### src/rtl/sdc_pkg.sv
// Shared types and constants for the SD card DAT0 block path.
// Used by both the reader and writer sides.
package sdc_pkg;

  typedef enum logic [2:0] {
    ST_IDLE,
    ST_WAIT_START,
    ST_DATA,
    ST_CRC,
    ST_ENDBIT
  } sdc_state_e;

  localparam logic [15:0] CRC16_POLY       = 16'h1021;
  localparam int          DEF_BLOCK_BYTES  = 512;
  localparam logic [15:0] DEF_TIMEOUT_BITS = 16'hFFFF;
  localparam logic        START_BIT        = 1'b0;
  localparam logic        END_BIT          = 1'b1;

  function automatic logic [15:0] crc16_step(
    input logic [15:0] crc,
    input logic        b
  );
    logic fb;
    fb = b ^ crc[15];
    return {crc[14:0], 1'b0} ^ (fb ? CRC16_POLY : 16'h0000);
  endfunction

endpackage

### src/rtl/sdc_crc16.sv
// Serial CRC16 (x^16+x^12+x^5+1), one bit per enabled clock.
// Initial value zero; clear has priority over enable.
module sdc_crc16
  import sdc_pkg::*;
(
  input  logic        clk,
  input  logic        resetN,
  input  logic        clear,
  input  logic        enable,
  input  logic        bitIn,
  output logic [15:0] crc
);

  logic [15:0] crc_q;
  logic [15:0] crc_d;

  always_comb begin
    crc_d = crc_q;
    if (clear) begin
      crc_d = '0;
    end else if (enable) begin
      crc_d = crc16_step(crc_q, bitIn);
    end
  end

  always_ff @(posedge clk or negedge resetN) begin
    if (!resetN) begin
      crc_q <= '0;
    end else begin
      crc_q <= crc_d;
    end
  end

  assign crc = crc_q;

endmodule

### src/rtl/sdc_read_block.sv
// Receives one SD data block on DAT0: start bit, data bytes,
// CRC16 and end bit, delivering bytes MSB first as they complete.
module sdc_read_block
  import sdc_pkg::*;
#(
  parameter int          BLOCK_BYTES  = DEF_BLOCK_BYTES,
  parameter logic [15:0] TIMEOUT_BITS = DEF_TIMEOUT_BITS
) (
  input  logic       clk,
  input  logic       resetN,
  input  logic       bitEn,
  input  logic       dat0,
  input  logic       start,
  output logic [7:0] byteOut,
  output logic       byteValid,
  output logic       blockDone,
  output logic       crcOk,
  output logic       crcErr,
  output logic       timeout,
  output logic       busy
);

  localparam logic [15:0] LAST_DATA = 16'(BLOCK_BYTES * 8 - 1);
  localparam logic [15:0] LAST_CRC  = 16'(BLOCK_BYTES * 8 + 15);

  sdc_state_e  state_q, state_d;
  logic [15:0] bit_cnt_q, bit_cnt_d;
  logic [15:0] tmo_q, tmo_d;
  logic [15:0] rx_crc_q, rx_crc_d;
  logic [7:0]  shift_q, shift_d;
  logic [7:0]  byte_q, byte_d;
  logic        bvalid_q, bvalid_d;
  logic        done_q, done_d;
  logic        ok_q, ok_d;
  logic        err_q, err_d;
  logic        tmo_flag_q, tmo_flag_d;
  logic        crc_clear;
  logic        crc_en;
  logic [15:0] crc_calc;

  sdc_crc16 u_crc (
    .clk    (clk),
    .resetN (resetN),
    .clear  (crc_clear),
    .enable (crc_en),
    .bitIn  (dat0),
    .crc    (crc_calc)
  );

  always_ff @(posedge clk or negedge resetN) begin
    if (!resetN) begin
      state_q <= ST_IDLE;
    end else begin
      state_q <= state_d;
    end
  end

  always_comb begin
    state_d = state_q;
    unique case (state_q)
      ST_IDLE: begin
        if (start) state_d = ST_WAIT_START;
      end
      ST_WAIT_START: begin
        if (bitEn) begin
          if (dat0 == START_BIT) state_d = ST_DATA;
          else if (tmo_q <= 16'd1) state_d = ST_IDLE;
        end
      end
      ST_DATA: begin
        if (bitEn && bit_cnt_q == LAST_DATA) state_d = ST_CRC;
      end
      ST_CRC: begin
        if (bitEn && bit_cnt_q == LAST_CRC) state_d = ST_ENDBIT;
      end
      ST_ENDBIT: begin
        if (bitEn) state_d = ST_IDLE;
      end
      default: state_d = ST_IDLE;
    endcase
  end

  always_comb begin
    busy = (state_q != ST_IDLE);
  end

  always_comb begin
    bit_cnt_d  = bit_cnt_q;
    tmo_d      = tmo_q;
    rx_crc_d   = rx_crc_q;
    shift_d    = shift_q;
    byte_d     = byte_q;
    bvalid_d   = 1'b0;
    done_d     = 1'b0;
    ok_d       = ok_q;
    err_d      = err_q;
    tmo_flag_d = tmo_flag_q;
    crc_clear  = 1'b0;
    crc_en     = 1'b0;
    unique case (state_q)
      ST_IDLE: begin
        if (start) begin
          ok_d       = 1'b0;
          err_d      = 1'b0;
          tmo_flag_d = 1'b0;
          rx_crc_d   = '0;
          tmo_d      = TIMEOUT_BITS;
          crc_clear  = 1'b1;
        end
      end
      ST_WAIT_START: begin
        if (bitEn) begin
          if (dat0 == START_BIT) begin
            bit_cnt_d = '0;
          end else begin
            if (tmo_q != 16'd0) tmo_d = tmo_q - 16'd1;
            if (tmo_q <= 16'd1) begin
              tmo_flag_d = 1'b1;
              done_d     = 1'b1;
            end
          end
        end
      end
      ST_DATA: begin
        if (bitEn) begin
          shift_d   = {shift_q[6:0], dat0};
          bit_cnt_d = bit_cnt_q + 16'd1;
          crc_en    = 1'b1;
          // Low three count bits == 7 means this sample closes a byte
          if (bit_cnt_q[2:0] == 3'd7) begin
            byte_d   = {shift_q[6:0], dat0};
            bvalid_d = 1'b1;
          end
        end
      end
      ST_CRC: begin
        if (bitEn) begin
          rx_crc_d  = {rx_crc_q[14:0], dat0};
          bit_cnt_d = bit_cnt_q + 16'd1;
        end
      end
      ST_ENDBIT: begin
        if (bitEn) begin
          done_d = 1'b1;
          if (rx_crc_q == crc_calc && dat0 == END_BIT) ok_d = 1'b1;
          else err_d = 1'b1;
        end
      end
      default: ;
    endcase
  end

  always_ff @(posedge clk or negedge resetN) begin
    if (!resetN) begin
      bit_cnt_q  <= '0;
      tmo_q      <= '0;
      rx_crc_q   <= '0;
      shift_q    <= '0;
      byte_q     <= '0;
      bvalid_q   <= 1'b0;
      done_q     <= 1'b0;
      ok_q       <= 1'b0;
      err_q      <= 1'b0;
      tmo_flag_q <= 1'b0;
    end else begin
      bit_cnt_q  <= bit_cnt_d;
      tmo_q      <= tmo_d;
      rx_crc_q   <= rx_crc_d;
      shift_q    <= shift_d;
      byte_q     <= byte_d;
      bvalid_q   <= bvalid_d;
      done_q     <= done_d;
      ok_q       <= ok_d;
      err_q      <= err_d;
      tmo_flag_q <= tmo_flag_d;
    end
  end

  assign byteOut   = byte_q;
  assign byteValid = bvalid_q;
  assign blockDone = done_q;
  assign crcOk     = ok_q;
  assign crcErr    = err_q;
  assign timeout   = tmo_flag_q;

endmodule

### config.mk
export PLATFORM = sky130hd
export DESIGN_NAME = sdc_read_block
export DESIGN_NICKNAME = d
export VERILOG_FILES = /design/src/rtl/sdc_pkg.sv /design/src/rtl/sdc_crc16.sv /design/src/rtl/sdc_read_block.sv
export SDC_FILE = /design/constraint.sdc
export NUM_CORES = 1
export LEC_CHECK = 0
export CORE_MARGIN = 5
export CORE_UTILIZATION = 30
export DETAILED_ROUTE_END_ITERATION = 8
export SETUP_SLACK_MARGIN = 0.1
export SLEW_MARGIN = 10
export SYNTH_ARGS = -nofsm -noshare
export SYNTH_HDL_FRONTEND = slang
export SYNTH_SLANG_ARGS = --single-unit
### constraint.sdc
create_clock -name clk -period 4.49 [get_ports clk]
set_clock_uncertainty 0.05 [all_clocks]
set_input_delay 0.449 -clock clk [delete_from_list [all_inputs] [get_ports clk]]
set_output_delay 0.449 -clock clk [all_outputs]
set_load 0.01 [all_outputs]
# Yosys cells after proc, flatten, opt, wreduce, memory -nomap -nowiden
# Index checks and enable logic that the tools add are counted.
# totals
inputBits	5
output_inout_bits	14
reg_bits	87
word_cells	105
# op_classes
addsub	2
muxes	45
reduce_logical	21
n_bitwise	2
n_lt_le_gt_ge	1
eq_ne	22
# ops
op	n
2-to-1 mux 16 bit	11
one-hot mux 16 bit (2 select lines)	3
inequality test 2 bit, second input constant	12
2-to-1 mux 3 bit	7
2-to-1 mux 1 bit	18
adder 16 x 1 -> 16 bit, second input constant	1
== test 16 x 12 -> 1 bit, second input constant	1
== test 16 x 13 -> 1 bit, second input constant	1
== test 16 bit	1
less-or-equal comparator 16 x 1 -> 1 bit, second input constant	1
nonzero test 16 bit	1
subtractor 16 x 1 -> 16 bit, second input constant	1
XOR 16 bit	1
one-hot mux 3 bit (5 select lines)	1
2-to-1 mux 13 bit	1
AND reduction 4 bit	3
AND reduction 5 bit	2
nonzero test 2 bit	5
one-hot mux 1 bit (2 select lines)	4
== test 3 x 2 -> 1 bit, second input constant	2
== test 3 bit, second input constant	2
AND reduction 3 bit	2
AND reduction 6 bit	1
== test 3 x 1 -> 1 bit, second input constant	1
8 further kinds	10

# Depth between registers and ports, before layout
# depth
depth_word	5
depth_mapped	7
ltp_nobuf	7

# Hierarchy
# A second synthesis with hierarchy kept.
# unflattened
hier_cells	440
hier_area_um2	4389.2
# by_module_without_submodules
mod	cells_each	area_per_inst_um2	n_inst	seq_area_each_um2
sdc_read_block	382	3701.0	1	1776.7
sdc_crc16	58	688.2	1	400.4

# Least setup slack after synthesis
# No wires, ideal clock.
# synth_path
path_kind	reg2reg
startpoint	reg tmo_q[11]
endpoint	reg tmo_q[9]
synth_period_minus_slack_ns	2.076
setup_slack_ns	2.414
arrival_time_ns	1.894
path_stages_with_launch	7
setup_ns	0.132
cell_sequence	dfrtp_1 or4_4 nand4bb_1 buf_6 o2111ai_2 nor4_1 or3b_1
# synth_between
elab_chain_len	3
# synth_lines
item	line	text
start, declared	sdc_read_block.sv:28	logic [15:0] tmo_q, tmo_d;
start signal, assigned	sdc_read_block.sv:167	tmo_q <= tmo_d;
nonzero test 16 bit	sdc_read_block.sv:116	if (tmo_q != 16'd0) tmo_d = tmo_q - 16'd1;
inequality test 2 bit (no line)	--	
AND reduction 5 bit (no line)	--	
# Every way passes these cells.
# A chain may end at the register's enable or synchronous reset.

# Final worst setup path
# layout_path
startpoint	reg state_q[1]
endpoint	reg byte_q[0] (netlist: byteOut[0])
# layout_between
elab_chain_len	2
# layout_lines
item	line	text
start, declared	sdc_read_block.sv:26	sdc_state_e state_q, state_d;
start signal, assigned	sdc_read_block.sv:54	state_q <= state_d;
== test 3 x 2 -> 1 bit	sdc_read_block.sv:100	unique case (state_q)
AND reduction 3 bit (no line)	--	
end signal, assigned	sdc_read_block.sv:170	byte_q <= byte_d;
end, declared	sdc_read_block.sv:31	logic [7:0] byte_q, byte_d;
# Every way passes these cells.

==> flow_summary.json <==
{
  "status": "finished, final reports clean",
  "cts.path.max_buffers": 2,
  "finalCritPeriodShare_pct": 62.4,
  "yosys.area.top_type_share_pct": 50.2,
  "die_y_um": 130,
  "rsz0062_at_grt": "false",
  "cp_slowest_cell": "dfrtp_1",
  "reg2reg_from": "state_q[1]",
  "synthTopCellsByArea": "dfrtp_1, nand2_1, o21ai_0",
  "row_count": 44,
  "syn_avg_cell_area_um2": 9.61,
  "start_util_pct": 30.2,
  "dp_hpwl_um": 6260,
  "clkLatencyLatePin_ps": 340,
  "vias": 3238,
  "relSlewSlack_pct": 25.6,
  "tritoncts": "done",
  "io_pins": 19,
  "wl_per_cell_um": 14.0,
  "ir_drop_v": 0.000256,
  "instances_no_fill": 652,
  "crit_start": "state_q[1]",
  "fmax_mhz": 357,
  "slew_violations": 0,
  "drive_gt1_share_pct": 9.19,
  "power.density_mw_per_mm2": 511,
  "clkSinkCount": 87,
  "routed_wl_um": 9110,
  "crit_required_ps": 4670,
  "postRouteAntennaNets": 0,
  "drc": 0,
  "core_mm2": 0.0144,
  "critPathLaunchType": "flop",
  "grt_pass1_vias": 3162,
  "grt_pass1_wl_um": 15500,
  "grt_max_degree": 53,
  "cts_root_buf": "clkbuf_16",
  "synth_cell_types": 52,
  "synthArstFlopShare_pct": 100,
  "synthTopCellsByCount": "nand2_1, dfrtp_1, o21ai_0",
  "fin_crit_ps": 2800,
  "dieWidth_um": 130,
  "synth.most_common_cell": "nand2_1",
  "clk_pin_slew_ps": 70,
  "total_leakage_power_nw": 2.02,
  "critPathCaptureType": "flop",
  "finalSetupViolCount": 0,
  "firstDrtPassIters": 4,
  "ys_warn_count": 0,
  "synth-seq-area-share_pct": 50.2,
  "cp_data_arrival_time_ps": 2980,
  "dp_cells": 636,
  "yosys.area.top_type": "dfrtp_1",
  "grtUsageTotal_pct": 11.5,
  "diodes": 0,
  "cts_hold_buffers": 0,
  "cpPeakStageDelay_ps": 720,
  "dieArea_mm2": 0.0169,
  "grt_overflow_total": 0,
  "synth_ff_type": "dfrtp_1",
  "hold_viol_final": 0,
  "worst_pin_slew_ps": 1120,
  "crit_chain": "clkinv_1, nor4_2, buf_4, nand2_1, mux2_2",
  "htree_levels": 3,
  "antenna_found_initial": 0,
  "nNetsFinal": 473,
  "synth_area_mm2": 0.00433,
  "cts_resized": 0,
  "synth_edf_count": 0,
  "cts_buffers": 9,
  "maxCapViolCount": 0,
  "synth_nets": 461,
  "syn2layout_area_growth_pct": 15.1,
  "tns_ps": 0,
  "hold_class": "in2async",
  "io_buffers": 18,
  "design_area_mm2": 0.00499,
  "cp_max_fo": 39,
  "synthCells": 451,
  "gp_congestion": 0.815,
  "criticalPathCategory": "reg2reg",
  "synth_seq_cells": 87,
  "postCtsSetupRepairBufs": 0,
  "drt_iter0_drc": 242,
  "post_dp_cell_area_mm2": 0.00465,
  "via_per_inst": 4.97
}
-- routing by layer --
| metal | GRT usage, % | vias up | part of all wire (%) |
|---|---|---|---|
| li1 | - | 1609 | - |
| met1 | 15.5 | 1586 | 49 |
| met2 | 17.9 | 37 | 48 |
| met3 | 2.95 | 6 | 2.7 |
| met4 | 3.97 | 0 | 0.89 |
| met5 | 0 | - | 0 |
-- final timing paths --
check,to,slack (ps),depth (start not counted)
min in group clk,byteOut[4],460,1
max,byteOut[0],1690,5
min,rx_crc_q[7],90,1
max in group asynchronous,bit_cnt_q[9],3390,2
min reg2reg,byteOut[4],460,1
max reg2reg,byteOut[0],1690,5
-- per-stage QoR --
step	total power (W)	util, %	setup slack [ps]	hold slack, ps
floorplan	0.00156	-	2410	103
global placement	0.00170	32.4	1760	439
detailed placement	0.00173	32.4	1690	446
CTS	0.00258	34.7	1670	120
global route	0.00271	34.7	1400	156
finish	0.00255	34.7	1690	89.6
-- cells by family after synthesis --
logic type / synth area share (%)
compound gates: 13.5
xor+xnor: 5.26
fa+ha+maj: 1.44
buf+inv: 4.07
flops: 50.2
mux: 5.54
simple gates: 20.0
-- critical path, delay by kind of cell, from the launching register on --
kind                   cells  cell delay, ps
buffers and inverters      2             870
muxes                      1             360
and+or+nand+nor            2             700
DFF                        1             720
-- power by group --
group          total (W)  internal, W  switching, W
Sequential       0.00108     0.000910      0.000171
Combinational   0.000629     0.000246      0.000384
Clock           0.000838     0.000501      0.000337
Total            0.00255      0.00166      0.000892
-- area by class of cell --
cell class	instances	area, µm²
inverter	14	52.6
timing repair buffer	21	200
multi-input combinational	330	1990
sequential	87	2180
clock buffer	9	225
clock inverter	7	114
fill	1437	9380
tap	184	230
-- registers in the layout, indices dropped and copies added (netlist names), 3 cells and up --
name       cells
rx_crc_q      16
tmo_q         16
bit_cnt_q     16
u_crc.crc     16
shift_q        7
byteOut        8
state_q        3
-- cell usage in the layout, fill, tap and decap left out, types with 9 or more instances in the layout --
| cell | instances |
|---|---|
| a21oi_1 | 11 |
| clkdlybuf4s50_1 | 17 |
| nand3_1 | 11 |
| nor2_1 | 20 |
| o21ai_0 | 49 |
| clkbuf_16 | 9 |
| nor3_1 | 15 |
| xnor2_1 | 19 |
| mux2_2 | 15 |
| nand2_1 | 91 |
| inv_1 | 13 |
| dfrtp_1 | 87 |
(Power assumes the default switching activity.)
